File: src/rtl/mmio_unit_pkg.sv
// Shared constants for the memory-mapped I/O unit.
// Register offsets are byte offsets inside the 16-byte window.
package mmio_unit_pkg;

    localparam logic [3:0] OFF_KDATA = 4'h0;
    localparam logic [3:0] OFF_SDATA = 4'h2;
    localparam logic [3:0] OFF_STAT  = 4'h4;
    localparam logic [3:0] OFF_TCNT  = 4'h6;
    localparam logic [3:0] OFF_HEX   = 4'h8;
    localparam logic [3:0] OFF_LEDR  = 4'hA;
    localparam logic [3:0] OFF_LEDG  = 4'hC;
    localparam logic [3:0] OFF_TLIM  = 4'hE;

    // Timer flag lives in the top bit of STAT.
    function automatic int stat_tflag(input int dbits);
        return dbits - 1;
    endfunction

endpackage

File: src/rtl/mmio_sync_edge.sv
// Two-flop input synchroniser with a falling-edge pulse
// taken from the synchronised value.
module mmio_sync_edge #(
    parameter int           N  = 4,
    parameter logic [N-1:0] RV = '0
) (
    input  logic         i_clk,
    input  logic         i_rst_n,
    input  logic [N-1:0] i_d,
    output logic [N-1:0] o_q,
    output logic [N-1:0] o_fall
);

    logic [N-1:0] r_s1;
    logic [N-1:0] r_s2;
    logic [N-1:0] r_s3;

    always_ff @(posedge i_clk or negedge i_rst_n) begin
        if (!i_rst_n) begin
            r_s1 <= RV;
            r_s2 <= RV;
            r_s3 <= RV;
        end else begin
            r_s1 <= i_d;
            r_s2 <= r_s1;
            r_s3 <= r_s2;
        end
    end

    assign o_q    = r_s2;
    assign o_fall = r_s3 & ~r_s2;

endmodule

File: src/rtl/mmio_unit.sv
// Memory-mapped I/O unit: keys, switches, hex/LED outputs,
// sticky key-press capture and an interval timer with IRQ.
module mmio_unit
    import mmio_unit_pkg::*;
#(
    parameter int               DBITS = 16,
    parameter int               NKEYS = 4,
    parameter int               NSW   = 10,
    parameter int               NLEDR = 10,
    parameter int               NLEDG = 8,
    parameter logic [DBITS-1:0] BASE  = 16'hFFF0,
    parameter int               TDIV  = 50000
) (
    input  logic             CLK,
    input  logic             RESET_N,
    input  logic [DBITS-1:0] ADDR,
    input  logic             WE,
    input  logic [DBITS-1:0] DIN,
    output logic [DBITS-1:0] DOUT,
    output logic             HIT,
    input  logic [NKEYS-1:0] KEY,
    input  logic [NSW-1:0]   SW,
    output logic [DBITS-1:0] HEXOUT,
    output logic [NLEDR-1:0] LEDR,
    output logic [NLEDG-1:0] LEDG,
    output logic             IRQ
);

    localparam int TF = stat_tflag(DBITS);
    localparam int PW = (TDIV > 1) ? $clog2(TDIV) : 1;
    localparam logic [PW-1:0]    PMAX = PW'(TDIV - 1);
    localparam logic [DBITS-1:0] ONE  = DBITS'(1);

    logic [NKEYS-1:0] w_key_q;
    logic [NKEYS-1:0] w_key_fall;
    logic [NSW-1:0]   w_sw_q;
    logic [NSW-1:0]   w_sw_fall_unused;
    logic             w_addr0_unused;
    logic [3:0]       w_off;
    logic             w_wr;
    logic             w_wr_stat;
    logic             w_wr_tcnt;
    logic             w_tick;
    logic             w_wrap;
    logic [NKEYS-1:0] w_kclr;
    logic [DBITS-1:0] w_stat;
    logic [DBITS-1:0] w_dout;

    logic [DBITS-1:0] r_hex;
    logic [NLEDR-1:0] r_ledr;
    logic [NLEDG-1:0] r_ledg;
    logic [DBITS-1:0] r_tcnt;
    logic [DBITS-1:0] r_tlim;
    logic [PW-1:0]    r_pre;
    logic [NKEYS-1:0] r_kflag;
    logic             r_tflag;
    logic             r_irq;

    // Keys idle high, so their synchroniser resets to released.
    mmio_sync_edge #(.N(NKEYS), .RV({NKEYS{1'b1}})) u_key_sync (
        .i_clk   (CLK),
        .i_rst_n (RESET_N),
        .i_d     (KEY),
        .o_q     (w_key_q),
        .o_fall  (w_key_fall)
    );

    mmio_sync_edge #(.N(NSW), .RV({NSW{1'b0}})) u_sw_sync (
        .i_clk   (CLK),
        .i_rst_n (RESET_N),
        .i_d     (SW),
        .o_q     (w_sw_q),
        .o_fall  (w_sw_fall_unused)
    );

    assign w_addr0_unused = ADDR[0];
    assign HIT       = (ADDR[DBITS-1:4] == BASE[DBITS-1:4]);
    assign w_off     = {ADDR[3:1], 1'b0};
    assign w_wr      = WE & HIT;
    assign w_wr_stat = w_wr && (w_off == OFF_STAT);
    assign w_wr_tcnt = w_wr && (w_off == OFF_TCNT);
    assign w_kclr    = w_wr_stat ? DIN[NKEYS-1:0] : '0;
    assign w_tick    = (r_pre == PMAX);
    assign w_wrap    = (r_tlim != '0) && (r_tcnt >= r_tlim - ONE);

    always_comb begin
        w_stat = '0;
        w_stat[NKEYS-1:0] = r_kflag;
        w_stat[TF] = r_tflag;
    end

    always_comb begin
        w_dout = '0;
        if (HIT) begin
            unique case (1'b1)
                w_off == OFF_KDATA: w_dout[NKEYS-1:0] = w_key_q;
                w_off == OFF_SDATA: w_dout[NSW-1:0]   = w_sw_q;
                w_off == OFF_STAT:  w_dout            = w_stat;
                w_off == OFF_TCNT:  w_dout            = r_tcnt;
                w_off == OFF_HEX:   w_dout            = r_hex;
                w_off == OFF_LEDR:  w_dout[NLEDR-1:0] = r_ledr;
                w_off == OFF_LEDG:  w_dout[NLEDG-1:0] = r_ledg;
                default:            w_dout            = r_tlim;
            endcase
        end
    end

    always_ff @(posedge CLK or negedge RESET_N) begin
        if (!RESET_N) begin
            r_hex  <= '0;
            r_ledr <= '0;
            r_ledg <= '0;
            r_tlim <= '0;
        end else if (w_wr) begin
            if (w_off == OFF_HEX)  r_hex  <= DIN;
            if (w_off == OFF_LEDR) r_ledr <= DIN[NLEDR-1:0];
            if (w_off == OFF_LEDG) r_ledg <= DIN[NLEDG-1:0];
            if (w_off == OFF_TLIM) r_tlim <= DIN;
        end
    end

    // A TCNT load overrides a coincident tick and restarts the prescaler.
    always_ff @(posedge CLK or negedge RESET_N) begin
        if (!RESET_N) begin
            r_pre  <= '0;
            r_tcnt <= '0;
        end else if (w_wr_tcnt) begin
            r_pre  <= '0;
            r_tcnt <= DIN;
        end else begin
            r_pre <= w_tick ? '0 : r_pre + 1'b1;
            if (w_tick) r_tcnt <= w_wrap ? '0 : r_tcnt + ONE;
        end
    end

    always_ff @(posedge CLK or negedge RESET_N) begin
        if (!RESET_N) begin
            r_kflag <= '0;
            r_tflag <= 1'b0;
            r_irq   <= 1'b0;
        end else begin
            r_kflag <= (r_kflag & ~w_kclr) | w_key_fall;
            r_tflag <= (r_tflag & ~(w_wr_stat & DIN[TF]))
                     | (w_tick & w_wrap & ~w_wr_tcnt);
            r_irq   <= (|r_kflag) | r_tflag;
        end
    end

    assign DOUT   = w_dout;
    assign HEXOUT = r_hex;
    assign LEDR   = r_ledr;
    assign LEDG   = r_ledg;
    assign IRQ    = r_irq;

endmodule

File: config.mk
export PLATFORM = sky130hd
export DESIGN_NAME = mmio_unit
export DESIGN_NICKNAME = d
export VERILOG_FILES = /design/src/rtl/mmio_unit_pkg.sv /design/src/rtl/mmio_sync_edge.sv /design/src/rtl/mmio_unit.sv
export SDC_FILE = /design/constraint.sdc
export NUM_CORES = 1
export LEC_CHECK = 0
export ABC_CLOCK_PERIOD_IN_PS = 3800
export CAP_MARGIN = 5
export CORE_ASPECT_RATIO = 0.75
export CORE_MARGIN = 3
export CORE_UTILIZATION = 49
export CTS_CLUSTER_DIAMETER = 50
export DETAILED_ROUTE_END_ITERATION = 6
export PLACE_DENSITY = 0.75
export SETUP_SLACK_MARGIN = 0.5
export SYNTH_ARGS = -nofsm -noshare
export SYNTH_HDL_FRONTEND = slang
export SYNTH_HIERARCHICAL = 1
export SYNTH_SLANG_ARGS = --single-unit
File: constraint.sdc
create_clock -name CLK -period 3.8 [get_ports CLK]
set_input_delay 0.38 -clock CLK [delete_from_list [all_inputs] [get_ports CLK]]
set_output_delay 0.38 -clock CLK [all_outputs]
set_load 0.01 [all_outputs]
=== Yosys cells after proc, flatten, opt, wreduce, memory -nomap -nowiden ===
Index checks and enable logic that the tools add are counted.

* Logic and storage cells: 66
* Bits of input ports: 49
* Bits in registers: 120

* Bitwise logic cells: 14
* Equality and inequality tests: 9
* Mux-type cells: 11
* Reduce and logical (&&, ||, !) cells: 14
* Magnitude comparators: 1
* Add/subtract/negate cells: 3

{| class="wikitable"
|+ Operators with widths
! operator !! number
|-
| 2-to-1 mux 16 bit || 6
|-
| adder 16 x 1 -> 16 bit, second input constant || 2
|-
| one-hot mux 4 bit (7 select lines) || 1
|-
| one-hot mux 4 bit (6 select lines) || 1
|-
| one-hot mux 6 bit (4 select lines) || 1
|-
| == test 16 bit, second input constant || 1
|-
| >= comparator 16 bit || 1
|-
| nonzero test 16 bit || 1
|-
| subtractor 16 x 1 -> 16 bit, second input constant || 1
|-
| == test 12 bit, second input constant || 1
|-
| == test 3 bit, second input constant || 4
|-
| one-hot mux 2 bit (5 select lines) || 1
|-
| AND 4 bit || 2
|-
| NOT 4 bit || 2
|-
| AND reduction 2 bit || 4
|-
| OR reduction 4 bit || 2
|-
| == test 3 x 2 -> 1 bit, second input constant || 2
|-
| AND 1 bit || 5
|-
| logical NOT 4 bit || 1
|-
| 2-to-1 mux 4 bit || 1
|-
| bitwise OR 4 bit || 1
|-
| == test 3 x 1 -> 1 bit, second input constant || 1
|-
| logical AND 1 bit || 3
|-
| OR reduction 3 bit || 1
|-
| other kinds (4) || 6
|}

=== Longest topological paths before layout ===
* Depth after elaboration: 7
* Gate-level depth with buffers: 14

=== Cells and area by module ===
The synthesis kept the hierarchy.

{| class="wikitable"
|+ By module, submodules not included
! module !! times used !! cells an instance !! area each (um^2)
|-
| mmio_unit || 1 || 556 || 5295.1
|-
| mmio_sync_edge (u_sw_sync) || 1 || 40 || 888.4
|-
| mmio_sync_edge (u_key_sync) || 1 || 16 || 370.4
|}

=== Least setup slack after synthesis ===
Ideal clock, no wire load.

* Path type: reg-to-reg
* From: reg r_tlim[0]
* To: reg r_tcnt[12]
* Arrival time: 3.484 ns
* Period minus slack after synthesis: 3.610 ns
* Setup slack: 0.190 ns
* Stages on the path, launching flop included: 14
* Library setup time: 0.126 ns
* Cells stage by stage: dfrtp_1 inv_1 ha_1 nor3b_1 nand2_1 or4_1 xor2_1 ha_1 nand4_1 or4_1 o32ai_2 o21ai_2 and4_4 a221o_1

* Word-level cells in the longest chain between the ends: 6
* Elaborated cells on any way between the ends: 7
* Classes of those cells: 1 x add/sub; 1 x order compare; 3 x mux; 2 x reduce/logical

{| class="wikitable"
|+ RTL lines
! element !! RTL line !! text
|-
| start, declared || mmio_unit.sv:53 || <nowiki>logic [DBITS-1:0] r_tlim;</nowiki>
|-
| start signal, assigned || mmio_unit.sv:113 || <nowiki>r_tlim <= '0;</nowiki>
|-
| start signal, assigned || mmio_unit.sv:118 || <nowiki>if (w_off == OFF_TLIM) r_tlim <= DIN;</nowiki>
|-
| subtractor 16 x 1 -> 16 bit || mmio_unit.sv:84 || <nowiki>assign w_wrap = (r_tlim != '0) && (r_tcnt >= r_tlim - ONE);</nowiki>
|-
| >= comparator 16 bit || mmio_unit.sv:84 ||
|-
| logical AND 1 bit * || mmio_unit.sv:84 ||
|-
| 2-to-1 mux 16 bit * (2 in series) || mmio_unit.sv:132 || <nowiki>if (w_tick) r_tcnt <= w_wrap ? '0 : r_tcnt + ONE;</nowiki>
|-
| 2-to-1 mux 16 bit * || mmio_unit.sv:127 || <nowiki>end else if (w_wr_tcnt) begin</nowiki>
|-
| end signal, assigned || mmio_unit.sv:132 ||
|-
| end, declared || mmio_unit.sv:52 || <nowiki>logic [DBITS-1:0] r_tcnt;</nowiki>
|}

Every way passes the cells marked *; elsewhere a longest branch is shown, timed or not. The select of a mux whose other input is x is not followed.
A chain may end at the register's enable or synchronous reset.

=== Worst setup path after layout ===
* From: reg r_tlim[1]
* To: reg r_tcnt[12]

Same word-level chain as after synthesis.

==> impl_metrics.yaml <==
final_layout:
  n_antenna_cell: 0
  final_util_pct: 69.8
  final_nets: 789
  area_growth_pct: 35.2
  design_area_sq_mm: 0.00834
  drive_gt1_share_pct: 23.2
  layout.cells.non_filler: 896
  fill_cells: 859
sta:
  rsz0062_at_grt: "true"
  hold_violations: 0
  max_freq_mhz: 279
  period_minus_slack_ns: 3.58
  worst_pin_slew_ns: 0.918
  fin_crit_sh_pct: 94.3
  holdWs_ns: 0.0843
  finalSetupViolations: 0
  slew_violations: 0
  relSlewSlack_pct: 37.2
  tns_ns: 0
  fin_worst_skew_ns: 0.0110
placement:
  place_area_sq_mm: 0.00744
  place_inst: 846
  place_congestion: 0.894
  hpwl_mm: 12.7
  io_buffers: 99
route:
  wl_per_cell_um: 20.7
  ant_nets: 0
  drt-vias-per-instance: 6.00
  drt_iter0_markers: 395
  drt_wl_total_mm: 18.5
  drc: 0
  firstDrtPassIters: 4
  num_vias: 5373
critical_path:
  cp_max_fo: 6
  path_class: "register to register"
  reg2reg_to: "r_tcnt[12]"
  cp-start-kind: "register"
  rr_worst_depth: 14
  crit_arrival_ns: 3.88
  crit_start: "r_tlim[1]"
  endpoint: "r_tcnt[12]"
  r2r_slack_ns: 0.22
  r2r_start: "r_tlim[1]"
  required_ns: 4.10
  crit_path_end_kind: "register"
clocking:
  clkLatencyLatePin_ns: 0.42
  path_clk_slew_ns: 0.06
  cts_tree: "built"
  root_buffer: "clkbuf_16"
  cts.sinks: 120
  htreeDepth: 4
  cts_buffers: 17
  clockBufferDepth: 2
logic_synthesis:
  yosysWarnings: 6
  syn_area_per_cell_sq_um: 10.4
  syn_area_sq_mm: 0.00617
  mappedNetlistNets: 660
  syn_inst: 592
pwr:
  worst_ir_drop_vdd_uv: 351
  p_leak_nw: 3.68
  power.density_mw_per_mm2: 392
global_routing:
  antenna_found_initial: 0
  track_usage_pct: 26.9
  grt_pass1_vias: 5413
  grt-ovfl-total: 0
  grt_pass1_wl_mm: 28.7
  grt_max_degree: 75
status:
  status: "finished clean"
floorplanning:
  core_area_sq_mm: 0.0120
  dieWidth_um: 136
  row_count: 34
  die_y_um: 103
  start_util_pct: 51.6
  ios: 101
  die_area_sq_mm: 0.0140
min_path:
  worstHoldPathType: "input port to async pin"
run:
  cap_violations: 0
==> critical path, cell delays in order, from the launching register on <==
cell and delay (ns):
dfrtp_1 0.41, inv_2 0.10, ha_4 0.14, nor3b_4 0.20, nand2_2 0.13, or4_4 0.43
xor2_1 0.16, ha_1 0.30, nand4_1 0.11, or4_4 0.45, o32ai_4 0.33, o21ai_4 0.14
buf_6 0.13, o211a_1 0.19, a221o_1 0.25
==> routing by layer <==
metal | global-route usage, % | routed length [um] | up-vias
li1 | - | - | 2404
met1 | 35.5 | 8000 | 2665
met2 | 42.2 | 8580 | 259
met3 | 8.59 | 1550 | 45
met4 | 10.1 | 403 | 0
met5 | 0 | 0 | -
==> report_power, final <==
group	internal (W)	leakage, nW	switching (W)
Clock	0.00106	0.303	0.000669
Combinational	0.0000882	1.86	0.000101
Sequential	0.00132	1.52	0.0000339
Total	0.00247	3.68	0.000803
==> per-stage QoR <==
step                setup WS [ns]  power [W]
finish                      0.218    0.00327
global route                0.130    0.00337
CTS                         0.343    0.00329
detailed placement          0.144    0.00156
global placement            0.245    0.00155
floorplan                   0.475    0.00144
==> flip-flops by register name, indices dropped and copies added (netlist names) <==
name / cells
HEXOUT: 16
IRQ: 1
LEDG: 8
LEDR: 10
r_kflag: 4
r_pre: 16
r_tcnt: 16
r_tflag: 1
r_tlim: 16
u_key_sync/o_q: 4
u_key_sync/r_s1: 4
u_key_sync/r_s3: 4
u_sw_sync/o_q: 10
u_sw_sync/r_s1: 10
==> how the worst min path moves through the flow <==
stage | from | to | slack (ns) | cells past startpoint
after floorplan | RESET_N | HEXOUT[0] | 0.08 | 0
after global placement | u_sw_sync/r_s1[1] | u_sw_sync/o_q[1] | 0.33 | 0
after detailed placement | u_sw_sync/r_s1[7] | u_sw_sync/o_q[7] | 0.34 | 0
after CTS | RESET_N | u_sw_sync/o_q[2] | 0.12 | 1
after global routing | RESET_N | r_kflag[0] | 0.16 | 1
final | RESET_N | r_kflag[0] | 0.08 | 1
==> layout by cell type (no fill, tap or decap), types with 5 or more instances in the layout <==
master / count
clkbuf_16: 17
clkdlybuf4s50_1: 97
nor4_1: 10
nand2_1: 50
mux2_2: 52
inv_6: 7
buf_4: 34
buf_6: 5
nor3_1: 7
ha_1: 18
o21ai_0: 25
mux2i_1: 9
xnor2_1: 18
nand3_1: 37
dfrtp_1: 108
dfstp_2: 12
a21oi_1: 22
and3_1: 17
nor2_1: 59
xor2_1: 10
nand4_1: 15
inv_1: 6
==> what timing repair did <==
action,CTS,global route
gates resized for setup,14,20
hold buffers,0,0
endpoints found under the setup margin,16,26
pin swaps,4,12
buffers inserted,10,7
hold endpoints to repair,0,0
cloned,1,0
==> area by class of cell <==
type	count	area (sq um)	area share, %
flip-flops and latches	120	3020	36.2
clock buffers	17	425	5.10
inverters	8	30.0	0.360
repair buffers	138	1320	15.8
multi-input cells	436	3140	37.7
well taps	162	203	2.43
clock inverters	15	205	2.46
Note: power is estimated with default switching activity, not from simulation.
